<file path="src/rtl/vga_rx_pkg.sv">
// Shared types and reference constants for the VGA timing receiver.
package vga_rx_pkg;

    typedef enum logic [1:0] {
        SEARCH  = 2'd0,
        MEASURE = 2'd1,
        LOCKED  = 2'd2
    } rx_state_t;

    localparam int SNAP_W = 16;

    typedef struct packed {
        logic [SNAP_W-1:0] h_active;
        logic [SNAP_W-1:0] v_active;
        logic [SNAP_W-1:0] h_total;
        logic [SNAP_W-1:0] v_total;
    } snapshot_t;

    localparam int REF_H_TOTAL  = 800;
    localparam int REF_V_TOTAL  = 525;
    localparam int REF_H_ACTIVE = 640;
    localparam int REF_V_ACTIVE = 480;

endpackage

</file>
<file path="src/rtl/vga_timing_rx_sync_edge_det.sv">
// One register stage on a raw timing input, normalised so that 1 means
// "asserted", with single-cycle pulses on the asserting and releasing edges.
module sync_edge_det #(
    parameter bit ACTIVE_HIGH = 1'b1
) (
    input  logic clk,
    input  logic rst,
    input  logic din,
    output logic level,
    output logic rise,
    output logic fall
);
    logic prev;

    always_ff @(posedge clk or posedge rst) begin
        if (rst) begin
            level <= 1'b0;
            prev  <= 1'b0;
        end else begin
            level <= ACTIVE_HIGH ? din : ~din;
            prev  <= level;
        end
    end

    assign rise = level & ~prev;
    assign fall = ~level & prev;

endmodule

</file>
<file path="src/rtl/vga_timing_rx.sv">
// Recovers active-area pixel/line coordinates from raw hsync/vsync/de and
// measures frame geometry, asserting locked_o once it has been stable.
module vga_timing_rx
    import vga_rx_pkg::*;
#(
    parameter int HSZ         = 10,
    parameter int VSZ         = 9,
    parameter bit SYNC_POL    = 1'b0,
    parameter int LOCK_FRAMES = 2
) (
    input  logic           clk_i,
    input  logic           rst_i,
    input  logic           hsync_i,
    input  logic           vsync_i,
    input  logic           de_i,
    output logic           de_o,
    output logic [HSZ-1:0] hcount_o,
    output logic [VSZ-1:0] vcount_o,
    output logic           line_start_o,
    output logic           frame_start_o,
    output logic [HSZ-1:0] h_active_o,
    output logic [VSZ-1:0] v_active_o,
    output logic [HSZ:0]   h_total_o,
    output logic [VSZ:0]   v_total_o,
    output logic           locked_o
);
    localparam logic [HSZ-1:0] H_MAX        = '1;
    localparam logic [HSZ:0]   HT_MAX       = '1;
    localparam logic [VSZ-1:0] V_MAX        = '1;
    localparam logic [VSZ:0]   VT_MAX       = '1;
    localparam logic [3:0]     LOCK_MATCHES = 4'(LOCK_FRAMES - 1);

    logic hs_lvl, hs_lead, hs_fall;
    logic vs_lvl, vs_lead, vs_fall;
    logic de_lvl, de_rise, de_fall;
    logic unused_edges;

    sync_edge_det #(.ACTIVE_HIGH(SYNC_POL)) u_hs_det (
        .clk(clk_i), .rst(rst_i), .din(hsync_i),
        .level(hs_lvl), .rise(hs_lead), .fall(hs_fall)
    );
    sync_edge_det #(.ACTIVE_HIGH(SYNC_POL)) u_vs_det (
        .clk(clk_i), .rst(rst_i), .din(vsync_i),
        .level(vs_lvl), .rise(vs_lead), .fall(vs_fall)
    );
    sync_edge_det #(.ACTIVE_HIGH(1'b1)) u_de_det (
        .clk(clk_i), .rst(rst_i), .din(de_i),
        .level(de_lvl), .rise(de_rise), .fall(de_fall)
    );

    assign unused_edges = ^{hs_lvl, hs_fall, vs_lvl, vs_fall};

    logic first_pending, pending_now;

    // A de edge coinciding with the vsync leading edge opens the new frame.
    assign pending_now = first_pending | vs_lead;

    always_ff @(posedge clk_i or posedge rst_i) begin
        if (rst_i) begin
            de_o          <= 1'b0;
            hcount_o      <= '0;
            vcount_o      <= '0;
            line_start_o  <= 1'b0;
            frame_start_o <= 1'b0;
            first_pending <= 1'b0;
        end else begin
            de_o          <= de_lvl;
            line_start_o  <= de_rise;
            frame_start_o <= de_rise & pending_now;
            if (de_rise)
                hcount_o <= '0;
            else if (de_lvl && hcount_o != H_MAX)
                hcount_o <= hcount_o + 1'b1;
            if (de_rise) begin
                if (pending_now)
                    vcount_o <= '0;
                else if (vcount_o != V_MAX)
                    vcount_o <= vcount_o + 1'b1;
            end
            if (de_rise)
                first_pending <= 1'b0;
            else if (vs_lead)
                first_pending <= 1'b1;
        end
    end

    logic [HSZ:0]   hclk, h_total_r;
    logic [HSZ-1:0] hact, hact_last;
    logic [VSZ:0]   hlines;
    logic [VSZ-1:0] vlines;
    logic           hact_seen, incons;
    logic           hclk_sat, hact_sat, hlines_sat, vlines_sat, any_sat, timeout;

    assign hclk_sat   = (hclk == HT_MAX);
    assign hact_sat   = (hact == H_MAX);
    assign hlines_sat = (hlines == VT_MAX);
    assign vlines_sat = (vlines == V_MAX);
    assign any_sat    = hclk_sat | hact_sat | hlines_sat | vlines_sat;
    assign timeout    = hclk_sat | hlines_sat;

    // An hsync leading edge on the vsync edge is counted in the new frame.
    always_ff @(posedge clk_i or posedge rst_i) begin
        if (rst_i) begin
            hclk      <= '0;
            h_total_r <= '0;
            hact      <= '0;
            hact_last <= '0;
            hlines    <= '0;
            vlines    <= '0;
            hact_seen <= 1'b0;
            incons    <= 1'b0;
        end else begin
            if (hs_lead) begin
                h_total_r <= hclk;
                hclk      <= (HSZ+1)'(1);
            end else if (!hclk_sat) begin
                hclk <= hclk + 1'b1;
            end
            if (de_rise)
                hact <= HSZ'(1);
            else if (de_lvl && !hact_sat)
                hact <= hact + 1'b1;
            if (de_fall)
                hact_last <= hact;
            if (vs_lead) begin
                hlines    <= {{VSZ{1'b0}}, hs_lead};
                vlines    <= {{(VSZ-1){1'b0}}, de_rise};
                incons    <= 1'b0;
                hact_seen <= de_fall;
            end else begin
                if (hs_lead && !hlines_sat)
                    hlines <= hlines + 1'b1;
                if (de_rise && !vlines_sat)
                    vlines <= vlines + 1'b1;
                if ((de_fall && hact_seen && hact != hact_last) || any_sat)
                    incons <= 1'b1;
                if (de_fall)
                    hact_seen <= 1'b1;
            end
        end
    end

    snapshot_t snap, snap_new;
    rx_state_t state, state_n;
    logic [3:0] match_cnt, match_n, match_inc;
    logic       same;
    logic       unused_snap;

    assign snap_new.h_active = SNAP_W'(hact_last);
    assign snap_new.v_active = SNAP_W'(vlines);
    assign snap_new.h_total  = SNAP_W'(h_total_r);
    assign snap_new.v_total  = SNAP_W'(hlines);

    assign same      = (snap_new == snap) && !incons && !any_sat;
    assign match_inc = match_cnt + 4'd1;

    always_ff @(posedge clk_i or posedge rst_i) begin
        if (rst_i) begin
            state     <= SEARCH;
            match_cnt <= '0;
            snap      <= '0;
        end else begin
            state     <= state_n;
            match_cnt <= match_n;
            if (vs_lead && !timeout)
                snap <= snap_new;
        end
    end

    // The first snapshot of an equal run is the reference, so a run of
    // LOCK_FRAMES equal snapshots needs LOCK_FRAMES-1 matches.
    always_comb begin
        state_n = state;
        match_n = match_cnt;
        if (timeout) begin
            state_n = SEARCH;
            match_n = '0;
        end else if (vs_lead) begin
            unique case (state)
                SEARCH: begin
                    state_n = MEASURE;
                    match_n = '0;
                end
                MEASURE: begin
                    if (same) begin
                        match_n = match_inc;
                        if (match_inc >= LOCK_MATCHES)
                            state_n = LOCKED;
                    end else begin
                        match_n = '0;
                    end
                end
                LOCKED: begin
                    if (!same) begin
                        state_n = MEASURE;
                        match_n = '0;
                    end
                end
                default: begin
                    state_n = SEARCH;
                    match_n = '0;
                end
            endcase
        end
    end

    assign locked_o   = (state == LOCKED);
    assign h_active_o = snap.h_active[HSZ-1:0];
    assign v_active_o = snap.v_active[VSZ-1:0];
    assign h_total_o  = snap.h_total[HSZ:0];
    assign v_total_o  = snap.v_total[VSZ:0];

    assign unused_snap = ^{snap.h_active[SNAP_W-1:HSZ], snap.v_active[SNAP_W-1:VSZ],
                           snap.h_total[SNAP_W-1:HSZ+1], snap.v_total[SNAP_W-1:VSZ+1]};

endmodule

</file>
<file path="config.mk">
export PLATFORM = sky130hd
export DESIGN_NAME = vga_timing_rx
export DESIGN_NICKNAME = d
export VERILOG_FILES = /design/src/rtl/vga_rx_pkg.sv /design/src/rtl/vga_timing_rx_sync_edge_det.sv /design/src/rtl/vga_timing_rx.sv
export SDC_FILE = /design/constraint.sdc
export NUM_CORES = 1
export LEC_CHECK = 0
export ABC_AREA = 1
export BUFFER_PORTS_ARGS = -buffer_cell sky130_fd_sc_hd__buf_4
export CELL_PAD_IN_SITES_DETAIL_PLACEMENT = 0
export CELL_PAD_IN_SITES_GLOBAL_PLACEMENT = 2
export CORE_MARGIN = 1
export CORE_UTILIZATION = 38
export DETAILED_ROUTE_END_ITERATION = 8
export PLACE_DENSITY_LB_ADDON = 0.05
export SLEW_MARGIN = 10
export SYNTH_ARGS = -nofsm -noshare
export SYNTH_HDL_FRONTEND = slang
export SYNTH_SLANG_ARGS = --single-unit
</file>
<file path="constraint.sdc">
create_clock -name clk_i -period 11.45 [get_ports clk_i]
set_input_delay 2.29 -clock clk_i [delete_from_list [all_inputs] [get_ports clk_i]]
set_output_delay 2.29 -clock clk_i [all_outputs]
set_load 0.02 [all_outputs]
</file>
* After elaboration in Yosys (flattened, before gate mapping)
Cells that the tools add are included.
** Storage, ports and cells
- Flip-flop bits (word level) :: 137
- Output and inout port bits :: 63
- Logic and storage cells :: 121
** Cells by class
- $add $sub $neg :: 7
- Order comparisons :: 1
- Equal/unequal tests :: 14
- Multiplexer cells :: 29
- Bitwise operators :: 16
- Reduce and logical (&&, ||, !) cells :: 29
** Operators by type and width (count)
- 10-bit two-way mux :: 6
- 40-bit == test :: 1
- 9-bit two-way mux :: 4
- 10-bit by 1-bit adder with 10-bit output, second input constant :: 3
- 11-bit two-way mux :: 2
- 10-bit == test, second input constant :: 2
- 9-bit by 1-bit adder with 9-bit output, second input constant :: 2
- 2-bit nonzero test :: 9
- 4-bit two-way mux :: 4
- 11-bit by 1-bit adder with 11-bit output, second input constant :: 1
- 11-bit == test, second input constant :: 1
- 2-bit two-way mux :: 5
- 10-bit != test :: 1
- 10-bit != test, second input constant :: 1
- 9-bit == test, second input constant :: 1
- 1-bit logical AND :: 9
- 3-bit != test, second input constant :: 3
- 9-bit != test, second input constant :: 1
- 4-bit case mux with 2 select lines :: 1
- 1-bit zero test :: 6
- 1-bit two-way mux :: 6
- 1-bit inverter :: 6
- 2-bit case mux with 3 select lines :: 1
- 1-bit AND :: 5
- other kinds (10) :: 15

* Logic depth before layout (Yosys ltp)
Gate-level depths: netlist of the first run.
- Depth in word-level cells :: 10
- Mapped depth :: 14

* Hierarchy
Synthesis of the first run repeated with hierarchy kept, for this count alone.
** Second synthesis, totals
- Cells, all modules :: 880
- Area, all modules :: 6993.0 sq um
** Modules (own cells, without submodules)
- vga_timing_rx :: times used 1, cells each 857, area each 6779.0 sq um
- sync_edge_det at u_hs_det ... :: times used 2, cells each 8, area each 72.6 sq um
- sync_edge_det at u_de_det :: times used 1, cells each 7, area each 68.8 sq um

* Least setup slack after synthesis of the first run
OpenSTA, ideal clock, no wires.
- Path type :: reg2out
- Start :: register state[0]
- End :: output locked_o
- Data arrival time :: 716 ps
- Data required time :: 9160 ps
- Slack :: 8444 ps
- Stages on the path, launching flop included :: 2
- Cell sequence :: dfrtp_1 nor2_1
** On the way
- Cells in the longest elaborated chain, start to end :: 1
** RTL lines
- start, declared :: RTL line vga_timing_rx.sv:144 : rx_state_t state, state_n;
- start signal, assigned :: RTL line vga_timing_rx.sv:163 : state <= state_n;
- 2-bit == test :: RTL line vga_timing_rx.sv:207 : assign locked_o = (state == LOCKED);
- end, declared :: RTL line vga_timing_rx.sv:25 : output logic locked_o
Every way passes these cells.

* Final worst setup path of the first run
Ends and elaborated chain as after synthesis.

==> results of run 1 <==
## worst max-delay path, delay by kind of cell, from the launching register on
| family | cells | cell delay, ps |
|---|---|---|
| buf+inv | 1 | 170 |
| flops | 1 | 400 |
| simple gates | 1 | 170 |
## stage by stage
stage	setup slack [ps]	std cells	util
2_1_floorplan	5490	865	-
3_3_place_gp	7550	1144	0.434
3_5_place_dp	7520	1144	0.434
4_1_cts	7960	1176	0.469
5_1_grt	7750	1176	0.469
6_report	8000	1176	0.469
## cell type report
class / instances / area [um^2]
clock buffer: 20 / 457
clock inverter: 12 / 149
fill: 1710 / 9280
inverter: 134 / 508
multi-input combinational: 577 / 2840
sequential: 137 / 3430
tap: 225 / 282
timing repair buffer: 71 / 533
## final timing paths
| check | slack, ps | cells after the start | to | startpoint |
|---|---|---|---|---|
| max reg2reg | 8770 | 9 | v_total_o[5] | hclk[1] |
| max | 8000 | 2 | locked_o | state[0] |
| min in group asynchronous | 1920 | 2 | u_hs_det.level | rst_i |
| max in group asynchronous | 8080 | 3 | v_total_o[8] | rst_i |
| min | 370 | 0 | u_hs_det.prev | u_hs_det.level |
| min reg2reg | 370 | 0 | u_hs_det.prev | u_hs_det.level |
## power groups by stage
stage | logic (mW) | registers (mW) | clock network, mW
2_1_floorplan | 0.146 | 0.589 | 0
3_3_place_gp | 0.231 | 0.578 | 0
3_5_place_dp | 0.235 | 0.579 | 0
4_1_cts | 0.236 | 0.570 | 0.576
5_1_grt | 0.263 | 0.577 | 0.598
6_report | 0.230 | 0.570 | 0.561
## metal layers
layer	global-route usage	wire (um)	vias up
met4	0.0586	166	0
met1	0.257	7950	2673
met5	0	0	-
li1	-	-	2907
met2	0.274	7160	76
met3	0.0485	572	13
## logic make-up (layout without fill, tap and decap cells)
family	after synthesis	count (layout)	share of synthesized area
and+or+nand+nor	406	406	0.265
buffers and inverters	151	237	0.0873
AOI/OAI and AO/OA	146	146	0.111
DFF	137	137	0.499
xor gates and xnor gates	15	15	0.0191
adders and majority gates	10	10	0.0182
## state kept, by name (all words and copies together), names as in the netlist, 10 cells and up
signal      flops
hact           10
hcount_o       10
h_total_r      11
hlines         10
h_active_o     10
v_total_o      10
h_total_o      11
hclk           11
hact_last      10
## placed cells by master, fill, tap and decap left out, types with 7 or more instances in the layout
cell and n:
o21ai_1 35, nor3_1 20, a21oi_1 32, dfrtp_1 137
nor2_1 63, ha_1 10, nand3_1 28, xnor2_1 7
o21ai_0 66, inv_1 114, clkbuf_16 17, buf_4 71
nand4_1 18, xor2_1 8, nand2_1 243, inv_2 19
==> metrics.cfg, run 1 <==
[status]
status=complete, no violations

[synthesis]
synth.area.top_cells=dfrtp_1, nand2_1, inv_1
syn-num-nets=880
synth_area_mm2=0.00687
synth_top_area_frac=0.499
ys_seq_area_frac=0.499
async_flop_share=1.00
synthDistinctLibCells=41
syn_inst=865
yosysMostFrequentCell=nand2_1
ys_warn_count=0
synth_edf_count=0
postSynthAreaPerCell_um2=7.94
synthFlopType=dfrtp_1
ys_top_cells_by_count=nand2_1, dfrtp_1, inv_1
synth_largest_area_cell=dfrtp_1
ys_ff_latch=137

[final_layout]
area_growth_pct=19.3
drive_gt1_frac=0.158
antennaDiodeCount=0
nNetsFinal=953
final_area_mm2=0.00820

[floorplan]
die_area_mm2=0.0186
core-area_mm2=0.0175
die_w_um=136
dieHeight_um=136
initial_utilization=0.393
rows=48
ioPinCount=68

[clocking]
cts_buffers=17
cts_sinks=137
hold_buffers=0
clock-root-buffer=clkbuf_16
tritoncts=done
clock_path_buffers=2
cts_setup_buffers=0
cts.repair.resized=0
path_clk_slew_ps=60
cts_max_level=4
clock_latency_ps=420

[routing]
drtAntennaViolNets=0
vias_per_cell=4.82
remaining_drc_errors=0
vias=5669
first_iter_violations=295
firstDrtPassIters=5
routed_wl_mm=15.8
wire_per_inst_um=13.5

[power]
swShare=0.292
p_clk_frac=0.412
net-switching-power_mw=0.397
p_int_mw=0.964
power.total_mw=1.36
p_per_area_mw_per_mm2=166
power.sequential.fraction=0.419
p_leak_nw=3.89
power_frac_comb=0.169
peakVddDrop_mv=0.109

[worst_setup_path]
crit_path_cell_trace=nor2_1 -> buf_4
crit_fanout=4
critPathSlowestCell=dfrtp_1
required_ps=9160
critPathMaxStageDelay_ps=400
worst-endpoint-arrival_ps=1160
crit_type=flip-flop to output port
end_kind=output port
critPathLaunchType=flip-flop

[sta]
setup_violations=0
hold_viol_final=0
slew-limit-headroom=0.331
finalSetupTns_ps=0
final.period_utilization=0.301
slew_viol_final=0
fin_skew_ps=9.91
whs_ps=375
fmax_ghz=0.290
rsz0062_at_grt=false
worstMarginPinSlew_ps=1000
fin_crit_ps=3450

[worst_hold_path]
hold_path_class=flip-flop to flip-flop

[placement]
gp_congestion=0.790
dp_hpwl_mm=11.3
port_buffers=67
placed_area_mm2=0.00759

[job]
max_cap_viol_count=0

[global_routing]
grt_usage=0.183
grt_pass1_vias=5174
grt_first_pass_wirelength_mm=26.0
antenna_found_initial=0
grt_max_degree=78
grt.overflow.total=0

Power figures use the tool's default switching activity.
==> inputs of run 2 (changes only) <==
--- a/config.mk
+++ b/config.mk
@@ -10,7 +10,7 @@
 export CELL_PAD_IN_SITES_DETAIL_PLACEMENT = 0
 export CELL_PAD_IN_SITES_GLOBAL_PLACEMENT = 2
 export CORE_MARGIN = 1
-export CORE_UTILIZATION = 38
+export CORE_UTILIZATION = 32
 export DETAILED_ROUTE_END_ITERATION = 8
 export PLACE_DENSITY_LB_ADDON = 0.05
 export SLEW_MARGIN = 10
==> constraint.sdc (replaced) <==
create_clock -name clk_i -period 2.8 [get_ports clk_i]
set_input_delay 0.56 -clock clk_i [delete_from_list [all_inputs] [get_ports clk_i]]
set_output_delay 0.56 -clock clk_i [all_outputs]
set_load 0.02 [all_outputs]
==> run 2 against run 1 <==
Worst setup slack got worse by 7300 ps. Register-to-register slack worse by 8100 ps. Critical path depth up 11. Worst hold slack got worse by 130 ps. Global-route usage down 1.8 points. Clock skew increased by 16 ps. Highest routed layer unchanged.
==> metrics.cfg, run 2 (synthesis results as in run 1) <==
[clocking]
cts_buffers=17  ; unchanged
cts_sinks=137  ; unchanged
cts_setup_buffers=0  ; unchanged
hold_buffers=0  ; unchanged
path_clk_slew_ps=60  ; about the same
clock_path_buffers=2  ; unchanged
tritoncts=done
clock_latency_ps=430  ; about the same
cts_max_level=4  ; unchanged
clock-root-buffer=clkbuf_16
cts.repair.resized=0  ; unchanged

[sta]
fin_crit_ps=2140
setup_violations=0  ; unchanged
fmax_ghz=0.467
slew-limit-headroom=0.547  ; +0.217
finalSetupTns_ps=0  ; unchanged
rsz0062_at_grt=false
fin_skew_ps=25.8  ; +15.9 ps
worstMarginPinSlew_ps=679  ; -325 ps
final.period_utilization=0.765
hold_viol_final=0  ; unchanged
layout_setup_ws_ps=659  ; -7340 ps
slew_viol_final=0  ; unchanged

[power]
peakVddDrop_mv=0.398  ; +270%
p_leak_nw=3.91  ; +0.37%
p_per_area_mw_per_mm2=686  ; +310%

[global_routing]
antenna_found_initial=0  ; unchanged
grt_usage=0.166  ; -0.0175
grt_first_pass_wirelength_mm=28.4  ; +9.1%
grt_max_degree=110  ; +41%
grt_pass1_vias=5476  ; +5.8%
grt.overflow.total=0  ; unchanged

[worst_setup_path]
worst-endpoint-arrival_ps=2440  ; +1280 ps
required_ps=3090  ; -6070 ps
reg2regPathDepth=13  ; +4
critPathLaunchType=flip-flop
critPathMaxStageDelay_ps=390  ; about the same
crit_fanout=6  ; +2
r2r-end=vlines[7]
r2r_slack_ps=660  ; -8110 ps
r2r-start=vlines[1]
end_kind=flip-flop
critPathSlowestCell=dfrtp_1
crit_path_cell_trace=ha_1 -> nand2_1 -> nor3_1 -> nand2_1 -> nor2_1 -> ha_1 -> nor2_4 -> inv_2 -> nand2_2 -> nand3_1 -> nor2_1 -> o21ai_0 -> a21oi_1
crit_type=flip-flop to flip-flop

[final_layout]
layout_common_cells=nand2_1, dfrtp_1, inv_1
drive_gt1_frac=0.159  ; +0.00177
layout_commonest_cell=nand2_1
nNetsFinal=955  ; +0.21%
fill_cells=2237  ; +31%
area_growth_pct=21.0
antennaDiodeCount=0  ; unchanged

[routing]
remaining_drc_errors=0  ; unchanged
vias_per_cell=4.63  ; -3.9%
drtAntennaViolNets=0  ; unchanged
routed_wl_mm=17.1  ; +7.9%
firstDrtPassIters=4  ; -1
vias=5689  ; +0.35%
wire_per_inst_um=13.9  ; +3.3%
first_iter_violations=311  ; +5.4%

[worst_hold_path]
whs_path_depth=1  ; +1
hold_path_class=primary input to flip-flop
worstHoldStart=de_i
hold_end=u_de_det.level

[floorplan]
ioPinCount=68  ; unchanged
core-area_mm2=0.0210  ; +20%
initial_utilization=0.327  ; -0.0663
dieHeight_um=149  ; +8.8%
die_area_mm2=0.0221  ; +18%
die_w_um=149  ; +8.8%
rows=53  ; +10%

[placement]
dpl_worst_slack_ps=697  ; -6820 ps
dp_hpwl_mm=12.2  ; +8.1%
gp_congestion=0.833  ; +5.5%
port_buffers=67  ; unchanged

[status]
status=complete, no violations

[job]
max_cap_viol_count=0  ; unchanged

## run 2: changes by cell type in the layout (fill, tap and decap cells not counted), sizes merged
cell	before	now
clkbuf	20	18
buf	71	73
bufinv	3	4
clkinvlp	4	5
## run 2: cell type report
class                   instances  area, um^2  area share
repair buffers                 73         561      0.0675
well taps                     275         344      0.0414
inverters                     134         507      0.0610
clock inverters                14         199      0.0239
flip-flops and latches        137        3430       0.413
multi-input cells             577        2840       0.342
clock buffers                  18         429      0.0517
## run 2: per-stage QoR
step	total power, mW	std cells	cell area (um^2)	util	hold slack [ps]
2_1_floorplan	3.00	865	6870	-	354
3_3_place_gp	3.34	1196	7680	0.365	359
3_5_place_dp	3.35	1196	7680	0.365	369
4_1_cts	5.80	1228	8310	0.395	225
5_1_grt	6.03	1228	8310	0.395	225
6_report	5.70	1228	8310	0.395	247
## run 2: critical path, delay by kind of cell, from the launching register on
kind            cells  cell delay, ps
flops               1             390
simple gates        8             920
compound gates      2             210
buf+inv             1             110
fa+ha+maj           2             410
## run 2: how the worst max path moves through the flow
stage,startpoint,to,slack [ps],depth (start not counted)
final,vlines[1],vlines[7],660,13
after floorplan,rst_i,de_o,530,1
after detailed placement,vlines[1],vlines[7],700,13
after global placement,vlines[0],vlines[7],760,13
after global routing,vcount_o[0],vcount_o[3],400,12
after CTS,vcount_o[1],vcount_o[3],670,12
## run 2: power by group
| part | switching [mW] | leakage, nW | internal [mW] |
|---|---|---|---|
| registers | 0.172 | 1.85 | 2.16 |
| logic | 0.618 | 1.77 | 0.348 |
| clock network | 0.908 | 0.293 | 1.50 |
## run 2: routing by layer
metal  wire, um  global-route usage
met1       8740               0.230
met2       7650               0.257
met3        545              0.0353
met4        170              0.0536
met5          0                   0
